$ cat src/rtl/operand_fetch_unit_pkg.sv
// Shared widths and FSM state encoding for the operand fetch unit.
package operand_fetch_unit_pkg;
  localparam int unsigned DATA_W = 8;
  localparam int unsigned ADDR_W = 3;

  typedef enum logic [1:0] {
    IDLE  = 2'd0,
    FETCH = 2'd1,
    VALID = 2'd2
  } state_t;
endpackage

$ cat src/rtl/operand_fetch_unit_bypass.sv
// Next-operand selection: bank data or held operand, overridden by a matching writeback.
// R0_ZERO_EN forces operand 0 whenever the source index is 0.
module operand_bypass #(
  parameter int unsigned DATA_W = 8,
  parameter int unsigned ADDR_W = 3
) (
  input  logic [ADDR_W-1:0] SrcIdx,
  input  logic [DATA_W-1:0] BankData,
  input  logic [DATA_W-1:0] HeldOp,
  input  logic              WbWrite,
  input  logic [ADDR_W-1:0] WbReg,
  input  logic [DATA_W-1:0] WbData,
  input  logic              SelBank,
  output logic [DATA_W-1:0] NextOp
);
  logic [DATA_W-1:0] base;

  always_comb begin
    base   = SelBank ? BankData : HeldOp;
    NextOp = (WbWrite && (WbReg == SrcIdx)) ? WbData : base;
`ifdef R0_ZERO_EN
    if (SrcIdx == '0) NextOp = '0;
`endif
  end
endmodule

$ cat src/rtl/operand_fetch_unit.sv
// Register-bank read client: latches source indices, captures operands with
// same-edge writeback bypass, and hands them downstream via valid/ready.
// Optional macro: R0_ZERO_EN (register 0 reads as zero).
module operand_fetch_unit
  import operand_fetch_unit_pkg::*;
#(
  parameter int unsigned DATA_W = operand_fetch_unit_pkg::DATA_W,
  parameter int unsigned ADDR_W = operand_fetch_unit_pkg::ADDR_W
) (
  input  logic              Clock,
  input  logic              Reset,
  input  logic              InstrValid,
  output logic              InstrReady,
  input  logic [ADDR_W-1:0] Rs1,
  input  logic [ADDR_W-1:0] Rs2,
  input  logic [ADDR_W-1:0] Rd,
  output logic [ADDR_W-1:0] RegLido1,
  output logic [ADDR_W-1:0] RegLido2,
  input  logic [DATA_W-1:0] Dado1,
  input  logic [DATA_W-1:0] Dado2,
  input  logic              WbWrite,
  input  logic [ADDR_W-1:0] WbReg,
  input  logic [DATA_W-1:0] WbData,
  output logic              OpValid,
  input  logic              OpReady,
  output logic [DATA_W-1:0] OpA,
  output logic [DATA_W-1:0] OpB,
  output logic [ADDR_W-1:0] OpRd
);
  state_t            state;
  logic [ADDR_W-1:0] srcA, srcB, dstLatched;
  logic [DATA_W-1:0] nextA, nextB;
  logic              selBank;

  assign selBank = (state == FETCH);

  operand_bypass #(.DATA_W(DATA_W), .ADDR_W(ADDR_W)) bypassA (
    .SrcIdx(srcA), .BankData(Dado1), .HeldOp(OpA),
    .WbWrite(WbWrite), .WbReg(WbReg), .WbData(WbData),
    .SelBank(selBank), .NextOp(nextA)
  );

  operand_bypass #(.DATA_W(DATA_W), .ADDR_W(ADDR_W)) bypassB (
    .SrcIdx(srcB), .BankData(Dado2), .HeldOp(OpB),
    .WbWrite(WbWrite), .WbReg(WbReg), .WbData(WbData),
    .SelBank(selBank), .NextOp(nextB)
  );

  // Gated by Reset so the block never advertises readiness while held in reset.
  always_comb begin
    InstrReady = 1'b0;
    case (state)
      IDLE:    InstrReady = Reset;
      VALID:   InstrReady = Reset & OpReady;
      default: InstrReady = 1'b0;
    endcase
  end

  always_ff @(posedge Clock or negedge Reset) begin
    if (!Reset) begin
      state      <= IDLE;
      srcA       <= '0;
      srcB       <= '0;
      dstLatched <= '0;
      RegLido1   <= '0;
      RegLido2   <= '0;
      OpValid    <= 1'b0;
      OpA        <= '0;
      OpB        <= '0;
      OpRd       <= '0;
    end else begin
      case (state)
        IDLE: begin
          if (InstrValid) begin
            srcA       <= Rs1;
            srcB       <= Rs2;
            dstLatched <= Rd;
            RegLido1   <= Rs1;
            RegLido2   <= Rs2;
            state      <= FETCH;
          end
        end
        FETCH: begin
          OpA     <= nextA;
          OpB     <= nextB;
          OpRd    <= dstLatched;
          OpValid <= 1'b1;
          state   <= VALID;
        end
        VALID: begin
          if (OpReady) begin
            OpValid <= 1'b0;
            if (InstrValid) begin
              srcA       <= Rs1;
              srcB       <= Rs2;
              dstLatched <= Rd;
              RegLido1   <= Rs1;
              RegLido2   <= Rs2;
              state      <= FETCH;
            end else begin
              state <= IDLE;
            end
          end else begin
            // Held operands track writebacks to their source registers.
            OpA <= nextA;
            OpB <= nextB;
          end
        end
        default: state <= IDLE;
      endcase
    end
  end
endmodule
$ cat config.mk
export PLATFORM = sky130hd
export DESIGN_NAME = operand_fetch_unit
export DESIGN_NICKNAME = d
export VERILOG_FILES = /design/src/rtl/operand_fetch_unit_pkg.sv /design/src/rtl/operand_fetch_unit_bypass.sv /design/src/rtl/operand_fetch_unit.sv
export SDC_FILE = /design/constraint.sdc
export NUM_CORES = 1
export LEC_CHECK = 0
export BUFFER_PORTS_ARGS = -buffer_cell sky130_fd_sc_hd__buf_2
export CAP_MARGIN = 20
export CORE_AREA = 2 2 76 49
export CTS_BUF_LIST = sky130_fd_sc_hd__clkbuf_16
export DETAILED_ROUTE_END_ITERATION = 10
export DIE_AREA = 0 0 78 51
export PLACE_DENSITY = 0.92
export SETUP_SLACK_MARGIN = 0.3
export SLEW_MARGIN = 0
export SYNTH_ARGS = -nofsm -noshare
export SYNTH_HDL_FRONTEND = slang
export SYNTH_SLANG_ARGS = --single-unit
$ cat constraint.sdc
create_clock -name Clock -period 5.4 [get_ports Clock]
set_input_delay 0.81 -clock Clock [delete_from_list [all_inputs] [get_ports Clock]]
set_output_delay 0.81 -clock Clock [all_outputs]
set_load 0.005 [all_outputs]
-- Word-level counts from Yosys, hierarchy flattened
Cells that the tools add are included.
- add/sub/neg operators: 0
- multipliers: 0
- divide/modulo/power cells: 0
- order comparisons: 0
- equality and inequality tests: 7
- shifts and indexed selects: 0
- mux-type cells: 30
- bitwise logic cells: 1
- reduce and logical (&&, ||, !) cells: 9
- operators with widths (cell ; count):
    $mux W8 ; 6
    $pmux W8 S2 ; 2
    $mux W3 ; 10
    $pmux W3 S2 ; 5
    $reduce_and A2 Y1 ; 4
    $eq A3 B3 Y1 ; 2
    $ne A2 B2 Y1 const B ; 3
    $pmux W2 S3 ; 1
    $mux W2 ; 2
    $pmux W1 S2 ; 2
    $reduce_bool A2 Y1 ; 2
    $eq A2 B1 Y1 const B ; 1
    $eq A2 B2 Y1 const B ; 1
    $logic_and A1 B1 Y1 ; 2
    $logic_not A2 Y1 ; 1
    $mux W1 ; 2
    $and A1 B1 Y1 ; 1
- bits in registers: 37
- bits in latches: 0
- memory bits (writable): 0
- ROM bits: 0
- input bits: 41
- output and inout port bits: 27
- logic and storage cells: 57
- memories: 0

-- Logic depth before layout (Yosys ltp)
Gate-level depths: netlist (run 1).
- word-level depth: 5
- mapped depth: 8
- depth with buffers taken out: 6

-- By module
A second synthesis (run 1) with hierarchy kept.
- cells, all modules: 115
- area total of the unflattened synthesis: 1680.4 µm²
- modules (own cells, without submodules) (module ; instances ; cells an instance ; area an instance (µm²) ; seq. area each (µm²)):
    operand_fetch_unit ; 1 ; 73 ; 1232.4 ; 775.7
    operand_bypass ; 2 ; 21 ; 224.0 ; 0.0

-- Worst setup path before layout (run 1)
OpenSTA, ideal clock, no wires.
- kind: input to output
- from: input port OpReady
- to: output port InstrReady
- arrival time: 1.169 ns
- required time: 4.590 ns
- path slack: 3.421 ns
- stages on the path: 2
- path buffers: 0
- cells stage by stage: and2_2 > o21a_1
- longest elaborated chain between the ends: 2
- RTL lines (item ; RTL line ; text):
    from (decl) ; operand_fetch_unit.sv:25 ; input logic OpReady,
    $and A1 B1 Y1 ; operand_fetch_unit.sv:54 ; VALID: InstrReady = Reset & OpReady;
    $pmux W1 S2 ; operand_fetch_unit.sv:52 ; case (state)
    to (decl) ; operand_fetch_unit.sv:13 ; output logic InstrReady,
No other way between the ends.

-- Worst setup path after layout (run 1)
- from: input port Reset
- to: output port InstrReady
- longest elaborated chain between the ends: 2
- RTL lines (item ; RTL line ; text):
    from (decl) ; operand_fetch_unit.sv:11 ; input logic Reset,
    $and A1 B1 Y1 ; operand_fetch_unit.sv:54 ;
    $pmux W1 S2 * ; operand_fetch_unit.sv:52 ;
Mark *: on every way between the ends. The rest lies on a longest branch, timed or not.

==> results.py, run 1 <==
metrics = {
    "global_routing": {
        "grtUsageTotal_pct": 19.4,
        "antenna_found_initial": 0,
        "grt_pass1_vias": 1258,
        "grt_overflow": 0,
        "grt_pass1_wl_um": 5840,
        "grt_max_degree": 33,
    },
    "cells_and_area": {
        "final_cell_area_sq_mm": 0.00206,
        "fill_cells": 301,
        "areaGrowthSynthToFinish_pct": 31.8,
        "layout.nets": 254,
        "antenna_cells": 0,
        "final_util_pct": 60.6,
        "drive_gt1_share_pct": 46.2,
        "multi_input_area_sq_um": 734,
        "regArea_sq_um": 776,
    },
    "floorplan": {
        "io_pins": 68,
        "die_h_um": 51,
        "die_x_um": 78,
        "placementRows": 17,
        "initial_core_util_pct": 46.0,
        "die-area_sq_mm": 0.00398,
        "core_area_sq_mm": 0.00340,
    },
    "yosys": {
        "ys_types": 24,
        "yosysTopAreaCellShare_pct": 49.6,
        "synthXorXnorAreaFrac_pct": 3.36,
        "synthAdderAreaFrac_pct": 3.20,
        "synthTopCellsByArea": "dfrtp_1, a211o_1, mux2_2",
        "synth-compound-area-share_pct": 14.2,
        "ys_seq_area_share_pct": 49.6,
        "synth_fp_nets": 184,
        "ys_seq_elements": 31,
        "ys.warnings.count": 0,
        "synth_top_family_by_area": "simple AND/OR/NAND/NOR gates",
        "synth_top_cell_by_area": "dfrtp_1",
        "muxShareOfSynthArea_pct": 9.27,
        "syn_area_sq_mm": 0.00157,
        "synth_area_per_cell_sq_um": 11.3,
        "synth_simple_gate_area_share_pct": 16.9,
        "synth_cells": 139,
    },
    "timing": {
        "max_freq_mhz": 400,
        "relSlewSlack_pct": 54.0,
        "fin_crit_ns": 2.50,
        "rsz0062_at_grt": "false",
        "fin_ws_ns": 2.90,
        "clock-skew-final_ns": 0.00559,
        "hold_violations": 0,
        "drv_slew": 0,
        "setup_tns_ns": 0,
        "whs_ns": 0.478,
        "setup_violations": 0,
        "finalCritPeriodShare_pct": 46.3,
        "tightest_slew_ns": 0.690,
    },
    "hold_path": {
        "hp-start": "OpA[2]",
        "hold_path_class": "register to register",
    },
    "cts": {
        "cts_tree": "built",
        "path_clk_slew_ns": 0.05,
        "clock-sinks": 31,
        "htree_levels": 2,
        "cts_hold_buf": 0,
        "cts_made_buffers": 5,
        "clock_latency_ns": 0.27,
        "cts_setup_buffers": 0,
        "cts_buffer_depth": 2,
        "cts-root-buf": "clkbuf_16",
        "ctsResizeCount": 0,
    },
    "setup_path": {
        "startpoint_type": "primary input",
        "reg2reg_depth": 5,
        "crit_end": "InstrReady",
        "cp-startpoint": "Reset",
        "regToRegSetupSlack_ns": 3.43,
        "crit_fanout": 32,
        "arrival_ns": 1.69,
        "critical_path_required_ns": 4.59,
        "endpoint_kind": "output port",
        "worstReg2RegEnd": "dstLatched[2]",
        "timing.rr.start": "state[0]",
        "crit_type": "primary input to output port",
    },
    "routing": {
        "antenna_left": 0,
        "via_per_inst": 5.08,
        "drtIter0Drc": 36,
        "num_vias": 1306,
        "routed_wl_um": 3620,
        "first_pass_iters": 4,
        "remaining_drc_errors": 0,
        "wl_per_cell_um": 14.1,
    },
    "power_and_ir_drop": {
        "p_per_area_mw_per_mm2": 568,
        "ir_worst_vdd_v": 0.000274,
        "p_leak_nw": 1.15,
    },
    "place": {
        "hpwl_um": 2690,
        "dpl_worst_slack_ns": 2.85,
        "place.gp.congestion": 0.800,
        "post_dp_cell_area_sq_mm": 0.00193,
        "io_buffer_count": 67,
    },
    "run": {
        "maxCapViolations": 0,
    },
    "run_status": {
        "status": "finished clean",
    },
}
-- worst max-delay path, stage by stage --
cell,delay (ns)
buf_2,0.54
o21a_1,0.22
buf_2,0.12
-- sequential cells by signal, indices dropped and copies added, names as in the netlist --
register and count:
OpRd 3, RegLido2 3, RegLido1 3, state 2, OpA 8, OpB 8
OpValid 1, dstLatched 3
-- worst min path at each step --
stage	end	slack [ns]	cells after the start
floorplan	OpRd[0]	0.47	1
global placement	OpA[6]	0.46	1
detailed placement	OpB[3]	0.47	1
CTS	OpB[3]	0.48	1
global route	OpA[4]	0.50	1
finish	OpA[2]	0.48	1
-- cells by family (layout without fill, tap and decap cells) --
family / after synthesis / after routing
AOI/OAI and AO/OA: 26 / 26
xor gates and xnor gates: 6 / 6
adders and majority gates: 4 / 4
buffers and inverters: 10 / 81
DFF: 31 / 31
muxes: 13 / 13
and+or+nand+nor: 49 / 49
-- per-layer routing --
metal	wire, um	part of all wire, %	track usage, %	vias up
li1	-	-	-	633
met1	1710	47	26.1	615
met2	1580	44	30.2	52
met3	293	8.1	6.01	6
met4	38	1.0	6.14	0
met5	0	0	0	-
-- synth_stat cells (all sizes together) --
cell / n
dfrtp: 31
nor2: 18
a211o: 16
and3: 16
mux2: 12
nand2: 9
inv: 6
xnor2: 6
buf: 4
ha: 4
o22ai: 3
a21o: 2
and2: 2
nand2b: 2
nand4: 2
o21ai: 2
a21boi: 1
a22o: 1
mux2i: 1
o21a: 1
-- layout make-up --
cell class                 instances  share of cell area, %
clock inverter                     3                  0.546
clock buffer                       5                   6.06
multi-input combinational         98                   35.6
sequential                        31                   37.6
inverter                           6                   1.09
tap                               47                   2.85
timing repair buffer              67                   16.3
-- power by group --
part	leakage, nW	switching [mW]	internal (mW)
clock	0.0701	0.0920	0.165
sequential	0.377	0.0713	0.347
combinational	0.707	0.233	0.265
total	1.15	0.396	0.777
-- per-stage QoR --
stage,cells,total power [mW]
3_3_place_gp,249,0.900
2_1_floorplan,139,0.747
4_1_cts,257,1.18
3_5_place_dp,249,0.923
5_1_grt,257,1.26
6_report,257,1.17
-- cells in the final DEF, fill, tap and decap left out, types with 2 or more instances in the layout --
master	Yosys	layout
xnor2_1	6	6
buf_2	2	67
a211o_1	16	16
mux2_2	12	12
clkinv_1	0	2
and3_1	9	9
nand2_1	9	9
inv_1	6	7
nand4_2	2	2
and3_2	7	7
nor2_1	18	18
clkbuf_16	0	5
nand2b_1	2	2
ha_1	4	4
dfrtp_1	31	31
o22ai_1	3	3
a21o_1	2	2
No activity file was read; power rests on OpenSTA's default activity.
==> run 2, diff against run 1 <==
--- a/config.mk
+++ b/config.mk
@@ -5,13 +5,14 @@
 export SDC_FILE = /design/constraint.sdc
 export NUM_CORES = 1
 export LEC_CHECK = 0
+export ABC_AREA = 1
 export BUFFER_PORTS_ARGS = -buffer_cell sky130_fd_sc_hd__buf_2
 export CAP_MARGIN = 20
-export CORE_AREA = 2 2 76 49
+export CORE_AREA = 2 2 80 51
 export CTS_BUF_LIST = sky130_fd_sc_hd__clkbuf_16
 export DETAILED_ROUTE_END_ITERATION = 10
-export DIE_AREA = 0 0 78 51
-export PLACE_DENSITY = 0.92
+export DIE_AREA = 0 0 82 53
+export PLACE_DENSITY = 0.89
 export SETUP_SLACK_MARGIN = 0.3
 export SLEW_MARGIN = 0
 export SYNTH_ARGS = -nofsm -noshare
==> constraint.sdc (replaced) <==
create_clock -name Clock -period 2.35 [get_ports Clock]
set_input_delay 0.3525 -clock Clock [delete_from_list [all_inputs] [get_ports Clock]]
set_output_delay 0.3525 -clock Clock [all_outputs]
set_load 0.005 [all_outputs]
==> results.py, run 2 <==
metrics = {
    "cts": {
        "cts_setup_buffers": 0,
        "cts_made_buffers": 5,
        "ctsResizeCount": 0,
        "cts-root-buf": "clkbuf_16",
        "cts_tree": "built",
        "path_clk_slew_ns": 0.05,
        "clock-sinks": 31,
        "htree_levels": 2,
        "clock_latency_ns": 0.27,
        "cts_hold_buf": 0,
        "cts_buffer_depth": 2,
    },
    "cells_and_area": {
        "final_cell_area_sq_mm": 0.00220,
        "fill_cells": 331,
        "antenna_cells": 0,
        "layout.nets": 338,
        "final_cell_mix": "nand2_1, buf_2, dfrtp_1",
        "areaGrowthSynthToFinish_pct": 31.2,
        "final_util_pct": 61.5,
        "drive_gt1_share_pct": 30.8,
        "final_common_cell": "nand2_1",
        "multi_input_area_sq_um": 825,
        "regArea_sq_um": 776,
        "largestRegisters": "OpA (8), OpB (8)",
        "fin_cells": 339,
    },
    "place": {
        "io_buffer_count": 67,
        "dp_cells": 333,
        "hpwl_um": 3040,
        "post_dp_cell_area_sq_mm": 0.00207,
        "place.gp.congestion": 0.783,
    },
    "setup_path": {
        "crit_type": "register to output port",
        "reg2reg_depth": 4,
        "startpoint_type": "register",
        "endpoint_kind": "output port",
        "timing.rr.start": "state[0]",
        "crit_end": "InstrReady",
        "regToRegSetupSlack_ns": 0.68,
        "worstReg2RegEnd": "state[0]",
        "crit_fanout": 4,
        "cp-startpoint": "state[0]",
        "arrival_ns": 1.41,
        "critical_path_required_ns": 2.00,
    },
    "floorplan": {
        "die-area_sq_mm": 0.00435,
        "placementRows": 17,
        "die_x_um": 82,
        "initial_core_util_pct": 46.9,
        "io_pins": 68,
        "core_area_sq_mm": 0.00357,
        "die_h_um": 53,
    },
    "yosys": {
        "synthTopCellsByCount": "nand2_1, dfrtp_1, inv_1, nand3_1, o21ai_0",
        "synth_flop_cell": "dfrtp_1",
        "synth_area_per_cell_sq_um": 7.65,
        "synth_fp_nets": 264,
        "synthArstFlopShare_pct": 100,
        "ys_seq_elements": 31,
        "ys_seq_area_share_pct": 46.3,
        "synth_top_cell_by_area": "dfrtp_1",
        "yosysTopAreaCellShare_pct": 46.3,
        "synth_edf_count": 0,
        "ys_types": 18,
        "synthTopCellsByArea": "dfrtp_1, nand2_1, nand3_1",
        "syn_area_sq_mm": 0.00168,
        "ys.warnings.count": 0,
        "post-synth-top-count-cell": "nand2_1",
        "synth_cells": 219,
    },
    "global_routing": {
        "grtUsageTotal_pct": 19.1,
        "grt_max_degree": 32,
        "grt_pass1_wl_um": 6070,
        "grt_pass1_vias": 1376,
        "grt_overflow": 0,
        "antenna_found_initial": 0,
    },
    "timing": {
        "setup_tns_ns": 0,
        "hold_violations": 0,
        "tightest_slew_ns": 0.671,
        "whs_ns": 0.132,
        "drv_slew": 0,
        "fin_crit_ns": 1.76,
        "rsz0062_at_grt": "false",
        "setup_violations": 0,
        "relSlewSlack_pct": 55.1,
        "max_freq_mhz": 569,
        "finalCritPeriodShare_pct": 74.8,
        "clock-skew-final_ns": 0.00492,
    },
    "routing": {
        "remaining_drc_errors": 0,
        "wl_per_cell_um": 11.6,
        "first_pass_iters": 4,
        "drtIter0Drc": 70,
        "routed_wl_um": 3930,
        "via_per_inst": 4.70,
        "antenna_left": 0,
        "num_vias": 1592,
    },
    "power_and_ir_drop": {
        "ir_worst_vdd_v": 0.000527,
        "p_per_area_mw_per_mm2": 1220,
        "p_leak_nw": 1.31,
    },
    "hold_path": {
        "hold_path_class": "primary input to asynchronous set/reset pin",
    },
    "run_status": {
        "status": "finished clean",
    },
    "run": {
        "maxCapViolations": 0,
    },
}
==> run 2: worst min path at each step <==
stage / startpoint / to / slack [ns] / cells after the start
2_1_floorplan: Reset / OpA[0] / 0.06 / 0
3_3_place_gp: Reset / OpA[6] / 0.43 / 2
3_5_place_dp: Reset / OpA[7] / 0.42 / 2
4_1_cts: Reset / OpB[7] / 0.13 / 2
5_1_grt: Reset / OpA[2] / 0.17 / 2
6_report: Reset / OpB[7] / 0.13 / 2
==> run 2: logic make-up (layout without fill, tap and decap cells) <==
logic type,after synthesis,count (layout),synth area share [%]
compound gates,18,18,7.32
simple gates,147,147,38.9
buf+inv,19,92,4.48
flops,31,31,46.3
fa+ha+maj,4,4,2.99
==> run 2: metal layers <==
| layer | global-route usage, % | wire, um |
|---|---|---|
| met1 | 25.5 | 1900 |
| met2 | 29.0 | 1660 |
| met4 | 6.94 | 38 |
| met5 | 0 | 0 |
| met3 | 6.48 | 337 |
==> run 2: critical path, stage by stage (launching register included) <==
cell and delay [ns]:
dfrtp_1 0.41, inv_1 0.10, ha_1 0.23, nand2_1 0.09
a21boi_0 0.17, buf_2 0.14
==> run 2: per-stage QoR <==
stage,power (mW),worst slack (ns)
3_5_place_dp,2.11,0.661
3_3_place_gp,2.06,0.830
2_1_floorplan,1.69,0.866
4_1_cts,2.70,0.575
5_1_grt,2.92,0.476
6_report,2.67,0.591
==> run 2: power by group <==
part           total, mW  switching [mW]  internal [mW]  leakage, nW
clock              0.573           0.199          0.374       0.0669
sequential         0.941           0.155          0.786        0.381
combinational       1.16           0.714          0.444        0.866
==> run 2: area by class of cell <==
type                            count  share of cell area (%)
Inverter                           18                    3.07
Sequential cell                    31                    35.3
Clock inverter                      1                   0.171
Multi-Input combinational cell    169                    37.5
Tap cell                           47                    2.68
Timing Repair Buffer               68                    15.6
Clock buffer                        5                    5.69
